<file path="src/rtl/ucie_ctl_sb_parity_engine_pkg.sv">
// rtl/ucie_ctl_sb_parity_engine_pkg.sv - shared defaults, mode and state types for the sideband parity engine
package ucie_ctl_sb_pkg;

  localparam int SB_PHASE_W         = 32;
  localparam int SB_MAX_DATA_PHASES = 2;
  localparam int SB_DP_BIT          = 31;
  localparam int SB_CP_BIT          = 30;

  typedef enum logic {
    SB_PAR_GEN = 1'b0,
    SB_PAR_CHK = 1'b1
  } sb_mode_e;

  typedef enum logic [1:0] {
    COLLECT = 2'd0,
    EMIT    = 2'd1,
    DROP    = 2'd2
  } sb_state_e;

endpackage

</file>
<file path="src/rtl/ucie_ctl_sb_parity_engine_if.sv">
// rtl/ucie_ctl_sb_parity_engine_if.sv - input/output phase stream bundle for the sideband parity engine
interface ucie_ctl_sb_parity_engine_if
  import ucie_ctl_sb_pkg::*;
#(
  parameter int PHASE_W = SB_PHASE_W
) ();

  logic               in_valid;
  logic               in_ready;
  logic [PHASE_W-1:0] in_data;
  logic               in_last;

  logic               out_valid;
  logic               out_ready;
  logic [PHASE_W-1:0] out_data;
  logic               out_last;

  // Upstream source / downstream sink side
  modport master (
    output in_valid, in_data, in_last, out_ready,
    input  in_ready, out_valid, out_data, out_last
  );

  // Engine side
  modport slave (
    input  in_valid, in_data, in_last, out_ready,
    output in_ready, out_valid, out_data, out_last
  );

endinterface

</file>
<file path="src/rtl/ucie_ctl_sb_parity_engine_phase_buffer.sv">
// rtl/ucie_ctl_sb_parity_engine_phase_buffer.sv - store-and-forward phase storage with pointers, count and clear
module ucie_ctl_sb_phase_buffer
  import ucie_ctl_sb_pkg::*;
#(
  parameter int PHASE_W = SB_PHASE_W,
  parameter int DEPTH   = 2 + SB_MAX_DATA_PHASES,
  localparam int AW     = (DEPTH > 1) ? $clog2(DEPTH) : 1,
  localparam int CW     = $clog2(DEPTH + 1)
) (
  input  logic               i_clk,
  input  logic               i_rst,
  input  logic               i_clear,
  input  logic               i_wr_en,
  input  logic [PHASE_W-1:0] i_wr_data,
  input  logic               i_rd_en,
  output logic [PHASE_W-1:0] o_rd_data,
  output logic [AW-1:0]      o_rd_ptr,
  output logic [CW-1:0]      o_count
);

  logic [PHASE_W-1:0] mem_q [DEPTH];
  logic [AW-1:0]      wr_ptr_q, wr_ptr_d;
  logic [AW-1:0]      rd_ptr_q, rd_ptr_d;
  logic [CW-1:0]      count_q, count_d;

  // Next pointer and occupancy values; clear wins over any access
  always_comb begin
    wr_ptr_d = wr_ptr_q;
    rd_ptr_d = rd_ptr_q;
    count_d  = count_q;
    if (i_clear) begin
      wr_ptr_d = '0;
      rd_ptr_d = '0;
      count_d  = '0;
    end else begin
      if (i_wr_en) begin
        wr_ptr_d = (wr_ptr_q == AW'(DEPTH - 1)) ? '0 : wr_ptr_q + AW'(1);
      end
      if (i_rd_en) begin
        rd_ptr_d = (rd_ptr_q == AW'(DEPTH - 1)) ? '0 : rd_ptr_q + AW'(1);
      end
      case ({i_wr_en, i_rd_en})
        2'b10:   count_d = count_q + CW'(1);
        2'b01:   count_d = count_q - CW'(1);
        default: count_d = count_q;
      endcase
    end
  end

  // Pointer and count registers
  always_ff @(posedge i_clk) begin
    if (!i_rst) begin
      wr_ptr_q <= '0;
      rd_ptr_q <= '0;
      count_q  <= '0;
    end else begin
      wr_ptr_q <= wr_ptr_d;
      rd_ptr_q <= rd_ptr_d;
      count_q  <= count_d;
    end
  end

  // Phase storage; contents are only meaningful below the write pointer
  always_ff @(posedge i_clk) begin
    if (i_wr_en) begin
      mem_q[wr_ptr_q] <= i_wr_data;
    end
  end

  assign o_rd_data = mem_q[rd_ptr_q];
  assign o_rd_ptr  = rd_ptr_q;
  assign o_count   = count_q;

endmodule

</file>
<file path="src/rtl/ucie_ctl_sb_parity_engine.sv">
// rtl/ucie_ctl_sb_parity_engine.sv - store-and-forward CP/DP generate/check engine; check mode under UCIE_CTL_SB_PARITY_CHECK_EN
module ucie_ctl_sb_parity_engine
  import ucie_ctl_sb_pkg::*;
#(
  parameter int PHASE_W         = SB_PHASE_W,
  parameter int MAX_DATA_PHASES = SB_MAX_DATA_PHASES,
  parameter int DP_BIT          = SB_DP_BIT,
  parameter int CP_BIT          = SB_CP_BIT
) (
  input  logic                          i_clk,
  input  logic                          i_rst,
  input  logic                          i_mode,
  ucie_ctl_sb_parity_engine_if.slave    sb,
  output logic                          o_cp,
  output logic                          o_dp,
  output logic [1:0]                    o_par_err,
  output logic                          o_len_err
);

  localparam int DEPTH = 2 + MAX_DATA_PHASES;
  localparam int AW    = (DEPTH > 1) ? $clog2(DEPTH) : 1;
  localparam int CW    = $clog2(DEPTH + 1);
  localparam int BW    = $clog2(DEPTH + 1);

  // Header phase 1 minus the two parity slots
  localparam logic [PHASE_W-1:0] HDR1_MASK =
    ~((PHASE_W'(1) << DP_BIT) | (PHASE_W'(1) << CP_BIT));

  sb_state_e          state_q;
  sb_mode_e           mode_q;
  sb_mode_e           mode_in;
  logic [BW-1:0]      beat_cnt_q;
  logic               cp_acc_q, cp_acc_d;
  logic               dp_acc_q, dp_acc_d;
  logic               in_ready_q;
  logic               out_valid_q;
  logic               out_last_q;
  logic [PHASE_W-1:0] out_data_q;
  logic               cp_q, dp_q;
  logic               len_err_q;

  logic               accept;
  logic               col_beat;
  logic               is_overflow;
  logic               legal_len;
  logic               emit_entry;
  logic               emit_pop;
  logic               emit_done;

  logic               buf_clear;
  logic               buf_wr;
  logic               buf_rd;
  logic [PHASE_W-1:0] buf_rd_data;
  logic [AW-1:0]      buf_rd_ptr;
  logic [CW-1:0]      buf_count;
  logic [PHASE_W-1:0] replay_data;

`ifdef UCIE_CTL_SB_PARITY_CHECK_EN
  logic               rx_cp_q, rx_cp_d;
  logic               rx_dp_q, rx_dp_d;
  logic [1:0]         par_err_q;
  assign mode_in = sb_mode_e'(i_mode);
`else
  logic               mode_unused;
  assign mode_unused = i_mode;
  assign mode_in     = SB_PAR_GEN;
`endif

  assign accept      = sb.in_valid & sb.in_ready;
  assign col_beat    = accept && (state_q == COLLECT);
  assign is_overflow = (beat_cnt_q == BW'(DEPTH));
  // Legal totals are even and the overflow index is even too, so odd index == legal
  assign legal_len   = beat_cnt_q[0];
  assign emit_entry  = col_beat && sb.in_last && legal_len;
  assign emit_pop    = (state_q == EMIT) && sb.out_ready && !out_last_q;
  assign emit_done   = (state_q == EMIT) && sb.out_ready && out_last_q;

  assign buf_wr    = col_beat && !is_overflow;
  assign buf_rd    = emit_entry || emit_pop;
  assign buf_clear = (col_beat && sb.in_last && !legal_len) ||
                     (col_beat && !sb.in_last && is_overflow) ||
                     emit_done;

  ucie_ctl_sb_phase_buffer #(
    .PHASE_W (PHASE_W),
    .DEPTH   (DEPTH)
  ) u_buf (
    .i_clk     (i_clk),
    .i_rst     (i_rst),
    .i_clear   (buf_clear),
    .i_wr_en   (buf_wr),
    .i_wr_data (sb.in_data),
    .i_rd_en   (buf_rd),
    .o_rd_data (buf_rd_data),
    .o_rd_ptr  (buf_rd_ptr),
    .o_count   (buf_count)
  );

  function automatic logic [PHASE_W-1:0] insert_par(input logic [PHASE_W-1:0] d,
                                                    input logic dp, input logic cp);
    logic [PHASE_W-1:0] r;
    r         = d;
    r[DP_BIT] = dp;
    r[CP_BIT] = cp;
    return r;
  endfunction

  // Running CP/DP; beat 0 restarts both so nothing carries over between packets
  always_comb begin
    cp_acc_d = cp_acc_q;
    dp_acc_d = dp_acc_q;
    if (col_beat) begin
      if (beat_cnt_q == BW'(0)) begin
        cp_acc_d = ^sb.in_data[31:0];
        dp_acc_d = 1'b0;
      end else if (beat_cnt_q == BW'(1)) begin
        cp_acc_d = cp_acc_q ^ (^(sb.in_data & HDR1_MASK));
      end else begin
        dp_acc_d = dp_acc_q ^ (^sb.in_data);
      end
    end
  end

`ifdef UCIE_CTL_SB_PARITY_CHECK_EN
  // Received parity bits, captured from header phase 1
  always_comb begin
    rx_cp_d = rx_cp_q;
    rx_dp_d = rx_dp_q;
    if (col_beat && (beat_cnt_q == BW'(1))) begin
      rx_cp_d = sb.in_data[CP_BIT];
      rx_dp_d = sb.in_data[DP_BIT];
    end
  end

  // Check result pulse at EMIT entry
  always_ff @(posedge i_clk) begin
    if (!i_rst) begin
      rx_cp_q   <= 1'b0;
      rx_dp_q   <= 1'b0;
      par_err_q <= 2'b00;
    end else begin
      rx_cp_q   <= rx_cp_d;
      rx_dp_q   <= rx_dp_d;
      par_err_q <= 2'b00;
      if (emit_entry && (mode_q == SB_PAR_CHK)) begin
        par_err_q <= {rx_dp_d != dp_acc_d, rx_cp_d != cp_acc_d};
      end
    end
  end

  assign o_par_err = par_err_q;
`else
  assign o_par_err = 2'b00;
`endif

  // Phase 1 carries the computed parity only when generating
  always_comb begin
    replay_data = buf_rd_data;
    if ((mode_q == SB_PAR_GEN) && (buf_rd_ptr == AW'(1))) begin
      replay_data = insert_par(buf_rd_data, dp_q, cp_q);
    end
  end

  // Packet FSM: collect, replay or discard, with registered outputs
  always_ff @(posedge i_clk) begin
    if (!i_rst) begin
      state_q     <= COLLECT;
      mode_q      <= SB_PAR_GEN;
      beat_cnt_q  <= '0;
      cp_acc_q    <= 1'b0;
      dp_acc_q    <= 1'b0;
      in_ready_q  <= 1'b1;
      out_valid_q <= 1'b0;
      out_last_q  <= 1'b0;
      out_data_q  <= '0;
      cp_q        <= 1'b0;
      dp_q        <= 1'b0;
      len_err_q   <= 1'b0;
    end else begin
      cp_acc_q  <= cp_acc_d;
      dp_acc_q  <= dp_acc_d;
      len_err_q <= 1'b0;
      unique case (state_q)
        COLLECT: begin
          if (accept) begin
            if (beat_cnt_q == BW'(0)) begin
              mode_q <= mode_in;
            end
            if (sb.in_last) begin
              beat_cnt_q <= '0;
              if (legal_len) begin
                state_q     <= EMIT;
                in_ready_q  <= 1'b0;
                out_valid_q <= 1'b1;
                out_last_q  <= 1'b0;
                out_data_q  <= buf_rd_data;
                cp_q        <= cp_acc_d;
                dp_q        <= dp_acc_d;
              end else begin
                len_err_q <= 1'b1;
              end
            end else if (is_overflow) begin
              state_q    <= DROP;
              beat_cnt_q <= '0;
            end else begin
              beat_cnt_q <= beat_cnt_q + BW'(1);
            end
          end
        end
        EMIT: begin
          if (sb.out_ready) begin
            if (out_last_q) begin
              state_q     <= COLLECT;
              in_ready_q  <= 1'b1;
              out_valid_q <= 1'b0;
              out_last_q  <= 1'b0;
            end else begin
              out_data_q <= replay_data;
              out_last_q <= (buf_count == CW'(1));
            end
          end
        end
        DROP: begin
          if (accept && sb.in_last) begin
            state_q   <= COLLECT;
            len_err_q <= 1'b1;
          end
        end
        default: begin
          state_q    <= COLLECT;
          in_ready_q <= 1'b1;
        end
      endcase
    end
  end

  assign sb.in_ready  = in_ready_q & i_rst;
  assign sb.out_valid = out_valid_q;
  assign sb.out_data  = out_data_q;
  assign sb.out_last  = out_last_q;
  assign o_cp         = cp_q;
  assign o_dp         = dp_q;
  assign o_len_err    = len_err_q;

endmodule

</file>
<file path="src/flat_wrapper.sv">
// flat-port wrapper written by rule: the top's interface ports become plain ports
module ucie_ctl_sb_parity_engine_flat import ucie_ctl_sb_pkg::*;
#(
  parameter int PHASE_W         = SB_PHASE_W,
  parameter int MAX_DATA_PHASES = SB_MAX_DATA_PHASES,
  parameter int DP_BIT          = SB_DP_BIT,
  parameter int CP_BIT          = SB_CP_BIT
)
  (i_clk, i_rst, i_mode, o_cp, o_dp, o_par_err, o_len_err, sb_in_valid, sb_in_data, sb_in_last, sb_out_ready, sb_in_ready, sb_out_valid, sb_out_data, sb_out_last);
  ucie_ctl_sb_parity_engine_if #(.PHASE_W(PHASE_W)) sb_i ();
  input  logic i_clk;
  input  logic i_rst;
  input  logic i_mode;
  output logic o_cp;
  output logic o_dp;
  output logic [1:0] o_par_err;
  output logic o_len_err;
  input wire logic [$bits(sb_i.in_valid)-1:0] sb_in_valid;
  input wire logic [$bits(sb_i.in_data)-1:0] sb_in_data;
  input wire logic [$bits(sb_i.in_last)-1:0] sb_in_last;
  input wire logic [$bits(sb_i.out_ready)-1:0] sb_out_ready;
  output wire logic [$bits(sb_i.in_ready)-1:0] sb_in_ready;
  output wire logic [$bits(sb_i.out_valid)-1:0] sb_out_valid;
  output wire logic [$bits(sb_i.out_data)-1:0] sb_out_data;
  output wire logic [$bits(sb_i.out_last)-1:0] sb_out_last;
  assign sb_i.in_valid = sb_in_valid;
  assign sb_i.in_data = sb_in_data;
  assign sb_i.in_last = sb_in_last;
  assign sb_i.out_ready = sb_out_ready;
  assign sb_in_ready = sb_i.in_ready;
  assign sb_out_valid = sb_i.out_valid;
  assign sb_out_data = sb_i.out_data;
  assign sb_out_last = sb_i.out_last;
  ucie_ctl_sb_parity_engine #(.PHASE_W(PHASE_W), .MAX_DATA_PHASES(MAX_DATA_PHASES), .DP_BIT(DP_BIT), .CP_BIT(CP_BIT)) u_core (.i_clk(i_clk), .i_rst(i_rst), .i_mode(i_mode), .sb(sb_i), .o_cp(o_cp), .o_dp(o_dp), .o_par_err(o_par_err), .o_len_err(o_len_err));
endmodule
</file>
<file path="config.mk">
export PLATFORM = sky130hd
export DESIGN_NAME = ucie_ctl_sb_parity_engine_flat
export DESIGN_NICKNAME = d
export VERILOG_FILES = /design/src/rtl/ucie_ctl_sb_parity_engine_pkg.sv /design/src/rtl/ucie_ctl_sb_parity_engine_if.sv /design/src/rtl/ucie_ctl_sb_parity_engine_phase_buffer.sv /design/src/rtl/ucie_ctl_sb_parity_engine.sv /design/src/flat_wrapper.sv
export SDC_FILE = /design/constraint.sdc
export NUM_CORES = 1
export LEC_CHECK = 0
export CELL_PAD_IN_SITES_DETAIL_PLACEMENT = 0
export CELL_PAD_IN_SITES_GLOBAL_PLACEMENT = 1
export CORE_MARGIN = 5
export CORE_UTILIZATION = 42
export DETAILED_ROUTE_END_ITERATION = 12
export GPL_ROUTABILITY_DRIVEN = 0
export HOLD_SLACK_MARGIN = 0.06
export PLACE_DENSITY_LB_ADDON = 0.1
export SLEW_MARGIN = 30
export SYNTH_ARGS = -nofsm -noshare
export SYNTH_HDL_FRONTEND = slang
export SYNTH_SLANG_ARGS = --single-unit
</file>
<file path="constraint.sdc">
create_clock -name i_clk -period 2.5 [get_ports i_clk]
set_input_delay 0.5 -clock i_clk [delete_from_list [all_inputs] [get_ports i_clk]]
set_output_delay 0.5 -clock i_clk [all_outputs]
set_load 0.1 [all_outputs]
</file>
==> qor.json, run 1 <==
{
  "run_status": {
    "status": "complete, no violations"
  },
  "sta": {
    "worst_pin_slew_ns": 0.530,
    "max_freq_mhz": 420,
    "worst_clk_skew_ns": 0.0130,
    "finalHoldViolCount": 0,
    "slew_limit_headroom": 0.647,
    "totalNegativeSetupSlack_ns": 0,
    "fin_crit_sh": 0.952,
    "final_max_slew_viol_count": 0,
    "timing.final.setup_violations": 0,
    "period_needed_ns": 2.38,
    "rsz0062_at_grt": "false",
    "timing.hold.ws_ns": 0.406
  },
  "detailed_routing": {
    "dr_vias": 4154,
    "top_layer": "met4",
    "met3_length_um": 550,
    "drt_pre_antenna_iters": 5,
    "drt-total-wl_um": 14800,
    "drtAntennaViolNets": 0,
    "route.detailed.vias_per_inst": 4.95,
    "dr.first_iter.drc_count": 183,
    "met2_wire_length_um": 7320,
    "detail_route.wirelength.met1_um": 6730,
    "drt-wirelength-per-cell_um": 17.6,
    "remaining_drc_errors": 0
  },
  "clock_tree": {
    "cts_made_buffers": 17,
    "clkLatencyLatePin_ns": 0.42,
    "clock_path_buffers": 2,
    "cts-htree-levels": 4,
    "cts-root-buf": "sky130_fd_sc_hd__clkbuf_16",
    "cts_tree": "done",
    "clkSinkCount": 182,
    "clk_pin_slew_ns": 0.07,
    "post_cts_hold_buffer_count": 0
  },
  "floorplanning": {
    "die_height_um": 142,
    "dieWidth_um": 142,
    "die_area_um2": 20100,
    "boundaryPins": 78,
    "placeableCoreArea_um2": 17200,
    "initial_util": 0.424,
    "rows": 48
  },
  "finish": {
    "layout.cells.most_common_list": "128 x sky130_fd_sc_hd__edfxtp_1, 78 x sky130_fd_sc_hd__nand2_1, 77 x sky130_fd_sc_hd__buf_4",
    "layout_commonest_cell": "sky130_fd_sc_hd__edfxtp_1",
    "finalNetCount": 653,
    "layout-area-overhead-vs-synth_pct": 25.7,
    "antenna_cells_inserted": 0,
    "n_fill_cell": 1481,
    "final_layout_size_suffix_gt1_frac": 0.252
  },
  "placement": {
    "post-dp-hpwl_um": 9590,
    "portBuffers": 74
  },
  "power_and_ir_drop": {
    "leakage_nw": 3.23,
    "vdd_drop_max_mv": 0.507,
    "p_int_mw": 5.12,
    "sw_pwr_mw": 1.43,
    "pwr-share-comb": 0.098,
    "clock_power_share": 0.395,
    "power_mw": 6.55,
    "switching_share": 0.218,
    "sequentialPowerShare": 0.507,
    "power.density_nw_per_um2": 715
  },
  "logic_synthesis": {
    "synth_simple_gate_area_share": 0.0720,
    "synthesized_instance_count": 487,
    "netlist.top_cell.by_area": "sky130_fd_sc_hd__edfxtp_1",
    "dominantRegCellSynth": "sky130_fd_sc_hd__edfxtp_1",
    "synth_seq_cells": 182,
    "synth_edf_count": 128,
    "mappedNetlistArea_um2": 7280,
    "synth_largest_type_area_fraction": 0.528,
    "synth-compound-area-share": 0.0605,
    "synth_xor_xnor_area_share": 0.0430,
    "syn_area_per_cell_um2": 15.0,
    "synth_async_sr_flop_share": 0,
    "sequential_to_total_area_share_from_yosys_stat": 0.676,
    "post_synthesis_adder_cell_area_fraction": 0.0223,
    "dominant_combinational_cell_family_by_area_after_synthesis": "multiplexers",
    "count_of_distinct_cell_types_in_the_synthesized_netlist": 42,
    "count_of_warnings_emitted_by_yosys": 0,
    "post_synth_mux_area_share": 0.104,
    "synth_area_leaders": "sky130_fd_sc_hd__edfxtp_1 53%, sky130_fd_sc_hd__dfxtp_1 15%, sky130_fd_sc_hd__mux4_2 9.9%"
  },
  "setup_path": {
    "cp_max_fo": 3,
    "crit_type": "input pin to register",
    "worst_setup_path_end_kind": "register",
    "worstRegToRegCells": 6,
    "worstSetupStartpointType": "input pin",
    "critPathArrivalTime_ns": 2.69,
    "required_ns": 2.80
  },
  "worst_hold_path": {
    "class_of_the_worst_hold_path": "input pin to register",
    "worst_hold_path.num_cells": 1
  },
  "run": {
    "maximum_capacitance_violations": 0
  },
  "global_route": {
    "antenna_found_initial": 0,
    "overall_overflow_remaining_after_global_route": 0,
    "grt_usage": 0.156,
    "first_global_vias": 4244,
    "global_route_wire_length_before_repair_um": 23500,
    "maximum_number_of_pins_on_one_net_before_global_route_repair": 47
  }
}
## cells by family after synthesis
group                      after synthesis
xor gates and xnor gates                31
other                                    1
and+or+nand+nor                        122
adders and majority gates               13
DFF                                    182
buffers and inverters                   38
AOI/OAI and AO/OA                       64
muxes                                   36
## per-layer routing
| layer | GRT usage | up-vias |
|---|---|---|
| li1 | - | 2009 |
| met1 | 0.205 | 2056 |
| met2 | 0.256 | 77 |
| met3 | 0.0361 | 12 |
| met4 | 0.0515 | 0 |
| met5 | 0 | - |
## final cells by class
class / count / area [um2] / share of cell area
Tap cell: 225 / 282 / 0.0307
Sequential cell: 182 / 4930 / 0.538
Timing Repair Buffer: 121 / 1110 / 0.121
Inverter: 12 / 45.0 / 0.00492
Clock inverter: 9 / 101 / 0.0111
Clock buffer: 23 / 468 / 0.0511
Multi-Input combinational cell: 268 / 2220 / 0.243
## what timing repair did
item | CTS | global route
buffers inserted | 0 | 0
gates resized for setup | 1 | 5
pin swaps | 3 | 1
endpoints found under the setup margin | 4 | 2
## synthesized netlist by cell type, types with 3 or more instances
master / number
sky130_fd_sc_hd__mux4_2: 32
sky130_fd_sc_hd__mux2i_1: 4
sky130_fd_sc_hd__xor2_1: 6
sky130_fd_sc_hd__inv_1: 11
sky130_fd_sc_hd__o21ai_0: 7
sky130_fd_sc_hd__dfxtp_1: 54
sky130_fd_sc_hd__a21oi_1: 11
sky130_fd_sc_hd__and2_1: 6
sky130_fd_sc_hd__nor2_1: 16
sky130_fd_sc_hd__nand3_1: 4
sky130_fd_sc_hd__nor2b_1: 3
sky130_fd_sc_hd__clkbuf_1: 21
sky130_fd_sc_hd__xnor3_1: 3
sky130_fd_sc_hd__edfxtp_1: 128
sky130_fd_sc_hd__ha_1: 13
sky130_fd_sc_hd__nand2_1: 78
sky130_fd_sc_hd__xnor2_1: 22
sky130_fd_sc_hd__a21boi_0: 33
sky130_fd_sc_hd__nor3_1: 4
sky130_fd_sc_hd__nand4_1: 3
## worst max-delay path: stages
cell                              delay, ns
sky130_fd_sc_hd__clkdlybuf4s50_1       0.50
sky130_fd_sc_hd__xnor2_1               0.14
sky130_fd_sc_hd__xnor2_1               0.15
sky130_fd_sc_hd__buf_4                 0.14
sky130_fd_sc_hd__xnor3_1               0.44
sky130_fd_sc_hd__xnor3_2               0.29
sky130_fd_sc_hd__mux2i_1               0.23
sky130_fd_sc_hd__xnor2_1               0.18
sky130_fd_sc_hd__o22ai_1               0.11
## state kept, by name, summed over array words and instances, names as in the netlist, 2 cells and up, named ones only
register,count
u_core.state_q,2
u_core.u_buf.o_count,3
u_core.sb.out_data,32
u_core.u_buf.mem_q,128
u_core.beat_cnt_q,3
u_core.u_buf.wr_ptr_q,2
u_core.u_buf.o_rd_ptr,2
## final timing paths
check	startpoint	end	slack, ns
max reg2reg	u_core.beat_cnt_q[0]	u_core.u_buf.mem_q[0][16]	0.47
max	sb_in_data[10]	u_core.o_dp	0.12
min	sb_in_data[4]	u_core.u_buf.mem_q[0][4]	0.41
min reg2reg	u_core.sb.out_data[26]	u_core.sb.out_data[26]	0.46
## through the flow
step | setup WS [ns] | cells | util | instance area, um2
after floorplan | 0.0130 | 488 | - | 7300
after global placement | -0.663 | 808 | 0.499 | 8570
after detailed placement | -0.734 | 808 | 0.499 | 8570
after CTS | 0.00601 | 840 | 0.532 | 9150
after global routing | 0.0284 | 840 | 0.533 | 9160
final | 0.119 | 840 | 0.533 | 9160
## power groups by stage
stage                     Combinational (mW)  Sequential (mW)  Clock, mW
after global placement                 0.639             3.38          0
after global routing                   0.691             3.32       2.78
final                                  0.640             3.32       2.59
after CTS                              0.645             3.32       2.66
after detailed placement               0.647             3.39          0
after floorplan                        0.351             3.43          0
Power figures use the tool's default switching activity.
==> run 2: changes to the inputs <==
--- a/config.mk
+++ b/config.mk
@@ -7,11 +7,12 @@
 export LEC_CHECK = 0
 export CELL_PAD_IN_SITES_DETAIL_PLACEMENT = 0
 export CELL_PAD_IN_SITES_GLOBAL_PLACEMENT = 1
-export CORE_MARGIN = 5
+export CORE_MARGIN = 4
 export CORE_UTILIZATION = 42
 export DETAILED_ROUTE_END_ITERATION = 12
 export GPL_ROUTABILITY_DRIVEN = 0
 export HOLD_SLACK_MARGIN = 0.06
+export MAX_ROUTING_LAYER = met4
 export PLACE_DENSITY_LB_ADDON = 0.1
 export SLEW_MARGIN = 30
 export SYNTH_ARGS = -nofsm -noshare
==> qor.json, run 2 (synthesis results as in run 1) <==
{
  "finish": {
    "multi_input_comb_area": {"value": 2250, "unit": "um2", "change": "+0.96%"},
    "finalNetCount": {"value": 660, "change": "+1.1%"},
    "n_fill_cell": {"value": 1401, "change": "-5.4%"},
    "layout-area-overhead-vs-synth_pct": 27.0,
    "layout_commonest_cell": "sky130_fd_sc_hd__edfxtp_1",
    "final_area": {"value": 9250, "unit": "um2", "change": "+1.0%"},
    "largest-register": "u_core.u_buf.mem_q",
    "layout.cells.most_common_list": "128 x sky130_fd_sc_hd__edfxtp_1, 85 x sky130_fd_sc_hd__buf_4, 78 x sky130_fd_sc_hd__nand2_1",
    "antenna_cells_inserted": {"value": 0, "change": "unchanged"},
    "flip_flop_count_of_the_largest_register_after_layout": {"value": 128, "change": "unchanged"},
    "ff_latch_area": {"value": 4930, "unit": "um2", "change": "unchanged"},
    "final_layout_size_suffix_gt1_frac": {"value": 0.272, "change": "+0.0197"}
  },
  "setup_path": {
    "worstSetupStartpointType": "input pin",
    "worst_setup_path_end_kind": "register",
    "critPathArrivalTime": {"value": 2.71, "unit": "ns", "change": "+0.02 ns"},
    "critical_path.slowest_cell": "sky130_fd_sc_hd__clkdlybuf4s50_1",
    "cp_common_cell": "sky130_fd_sc_hd__xnor3_1",
    "cp_cell_sequence": "clkdlybuf4s50_1 > xnor2_2 > xnor3_1 > xnor3_1 > xnor3_1 > mux2i_1 > xnor2_1 > o22ai_1",
    "crit_type": "input pin to register",
    "cp_max_fo": {"value": 2, "change": "-1"},
    "required": {"value": 2.81, "unit": "ns", "change": "about the same"},
    "max_stage_delay": {"value": 0.52, "unit": "ns", "change": "+0.02 ns"}
  },
  "clock_tree": {
    "clkSinkCount": {"value": 182, "change": "unchanged"},
    "post_cts_hold_buffer_count": {"value": 0, "change": "unchanged"},
    "cts_made_buffers": {"value": 17, "change": "unchanged"},
    "cts_tree": "done",
    "clock_path_buffers": {"value": 2, "change": "unchanged"},
    "cts-root-buf": "sky130_fd_sc_hd__clkbuf_16",
    "clkLatencyLatePin": {"value": 0.42, "unit": "ns", "change": "about the same"},
    "clk_pin_slew": {"value": 0.07, "unit": "ns", "change": "about the same"},
    "cts-htree-levels": {"value": 4, "change": "unchanged"}
  },
  "floorplanning": {
    "boundaryPins": {"value": 78, "change": "unchanged"},
    "die_area": {"value": 19500, "unit": "um2", "change": "-2.8%"},
    "placeableCoreArea": {"value": 16800, "unit": "um2", "change": "-2.4%"},
    "dieWidth": {"value": 140, "unit": "um", "change": "-1.4%"},
    "die_height": {"value": 140, "unit": "um", "change": "-1.4%"},
    "initial_util": {"value": 0.434, "change": "+0.0105"},
    "rows": {"value": 47, "change": "-2.1%"}
  },
  "detailed_routing": {
    "drt_pre_antenna_iters": {"value": 4, "change": "-1"},
    "met3_length": {"value": 482, "unit": "um", "change": "-12%"},
    "remaining_drc_errors": {"value": 0, "change": "unchanged"},
    "met2_wire_length": {"value": 7190, "unit": "um", "change": "-1.7%"},
    "drt-wirelength-per-cell": {"value": 17.4, "unit": "um", "change": "-1.0%"},
    "dr_vias": {"value": 4245, "change": "+2.2%"},
    "route.detailed.vias_per_inst": {"value": 5.04, "change": "+1.9%"},
    "drt-total-wl": {"value": 14600, "unit": "um", "change": "-0.79%"},
    "detail_route.wirelength.met1": {"value": 6780, "unit": "um", "change": "+0.80%"},
    "dr.first_iter.drc_count": {"value": 188, "change": "+2.7%"},
    "drtAntennaViolNets": {"value": 0, "change": "unchanged"},
    "top_layer": "met4"
  },
  "placement": {
    "portBuffers": {"value": 74, "change": "unchanged"},
    "post-dp-hpwl": {"value": 9660, "unit": "um", "change": "+0.68%"},
    "placed_cell_area": {"value": 8590, "unit": "um2", "change": "+0.31%"}
  },
  "sta": {
    "final_max_slew_viol_count": {"value": 0, "change": "unchanged"},
    "finalHoldViolCount": {"value": 0, "change": "unchanged"},
    "totalNegativeSetupSlack": {"value": 0, "unit": "ns", "change": "unchanged"},
    "rsz0062_at_grt": "false",
    "fin_crit_sh": {"value": 0.960, "change": "+0.00795"},
    "slew_limit_headroom": {"value": 0.462, "change": "-0.185"},
    "max_freq": {"value": 417, "unit": "MHz", "change": "-0.83%"},
    "worst_pin_slew": {"value": 0.787, "unit": "ns", "change": "+0.258 ns"},
    "worst_clk_skew": {"value": 0.00754, "unit": "ns", "change": "-0.00544 ns"},
    "period_needed": {"value": 2.40, "unit": "ns", "change": "+0.0199 ns"},
    "timing.hold.ws": {"value": 0.418, "unit": "ns", "change": "+0.0120 ns"},
    "timing.final.setup_violations": {"value": 0, "change": "unchanged"}
  },
  "power_and_ir_drop": {
    "power.density": {"value": 722, "unit": "nW/um2", "change": "+0.90%"},
    "clock_power_share": {"value": 0.400, "change": "+0.005"},
    "vdd_drop_max": {"value": 0.509, "unit": "mV", "change": "+0.47%"},
    "leakage": {"value": 3.30, "unit": "nW", "change": "+2.0%"},
    "pwr-share-comb": {"value": 0.102, "change": "+0.004"},
    "power": {"value": 6.68, "unit": "mW", "change": "+1.9%"},
    "sw_pwr": {"value": 1.47, "unit": "mW", "change": "+3.3%"},
    "switching_share": {"value": 0.221, "change": "+0.00286"},
    "sequentialPowerShare": {"value": 0.497, "change": "-0.010"},
    "p_int": {"value": 5.20, "unit": "mW", "change": "+1.6%"}
  },
  "global_route": {
    "first_global_vias": {"value": 4448, "change": "+4.8%"},
    "overall_overflow_remaining_after_global_route": {"value": 0, "change": "unchanged"},
    "antenna_found_initial": {"value": 0, "change": "unchanged"},
    "global_route_wire_length_before_repair": {"value": 24000, "unit": "um", "change": "+2.1%"},
    "grt_usage": {"value": 0.163, "change": "+0.00790"},
    "maximum_number_of_pins_on_one_net_before_global_route_repair": {"value": 47, "change": "unchanged"}
  },
  "worst_hold_path": {
    "class_of_the_worst_hold_path": "input pin to register"
  },
  "run": {
    "maximum_capacitance_violations": {"value": 0, "change": "unchanged"}
  },
  "run_status": {
    "status": "complete, no violations"
  }
}
## run 2: cell types whose count changed in the layout (fill, tap and decap cells not counted), sizes merged
| cell | previous run | this run |
|---|---|---|
| buf | 85 | 92 |
| clkinv | 6 | 3 |
| clkinvlp | 0 | 3 |
| bufinv | 2 | 1 |
| clkdlybuf4s50 | 32 | 31 |
| dlymetal6s2s | 4 | 5 |
| inv | 13 | 14 |
## run 2: power by group through the flow
stage / sequential (mW) / clock (mW) / combinational, mW
floorplan: 3.43 / 0 / 0.351
global placement: 3.38 / 0 / 0.643
detailed placement: 3.39 / 0 / 0.651
CTS: 3.32 / 2.73 / 0.681
global route: 3.33 / 2.88 / 0.736
finish: 3.32 / 2.67 / 0.683
## run 2: worst paths after layout
path / end / cells after the start / startpoint / slack [ns]
setup reg to reg: u_core.beat_cnt_q[2] / 6 / u_core.beat_cnt_q[0] / 0.47
setup / recovery: u_core.o_dp / 8 / sb_in_data[2] / 0.1
hold reg to reg: u_core.sb.out_data[25] / 2 / u_core.sb.out_data[25] / 0.46
hold / removal: u_core.u_buf.mem_q[1][13] / 1 / sb_in_data[13] / 0.42
## run 2: metrics by stage
stage	util	cells	setup slack, ns
after floorplan	-	488	0.0130
after global placement	0.513	809	-0.671
after detailed placement	0.513	809	-0.722
after CTS	0.549	842	0.0537
after global routing	0.552	842	0.00279
final	0.552	842	0.0993
## run 2: area by class of cell
cell class                 instances  share of cell area
sequential                       182               0.533
multi-input combinational        268               0.243
timing repair buffer             128               0.124
clock buffer                      23              0.0561
tap                              220              0.0298
clock inverter                     9             0.00947
inverter                          12             0.00487
## run 2: repair_timing
action,in CTS,in global routing
setup endpoints to repair,4,2
pin swaps,3,3
resized for setup,0,9
buffers inserted,1,0
## run 2: worst max-delay path: cells and delay by family
| family | cells | cell delay, ns |
|---|---|---|
| compound gates | 1 | 0.11 |
| xor+xnor | 5 | 1.34 |
| mux | 1 | 0.23 |
| buf+inv | 1 | 0.52 |
## run 2: per-layer routing
metal,up-vias,GRT usage
li1,2028,-
met3,17,0.0346
met2,79,0.252
met4,0,0.0535
met1,2121,0.218
met5,-,-
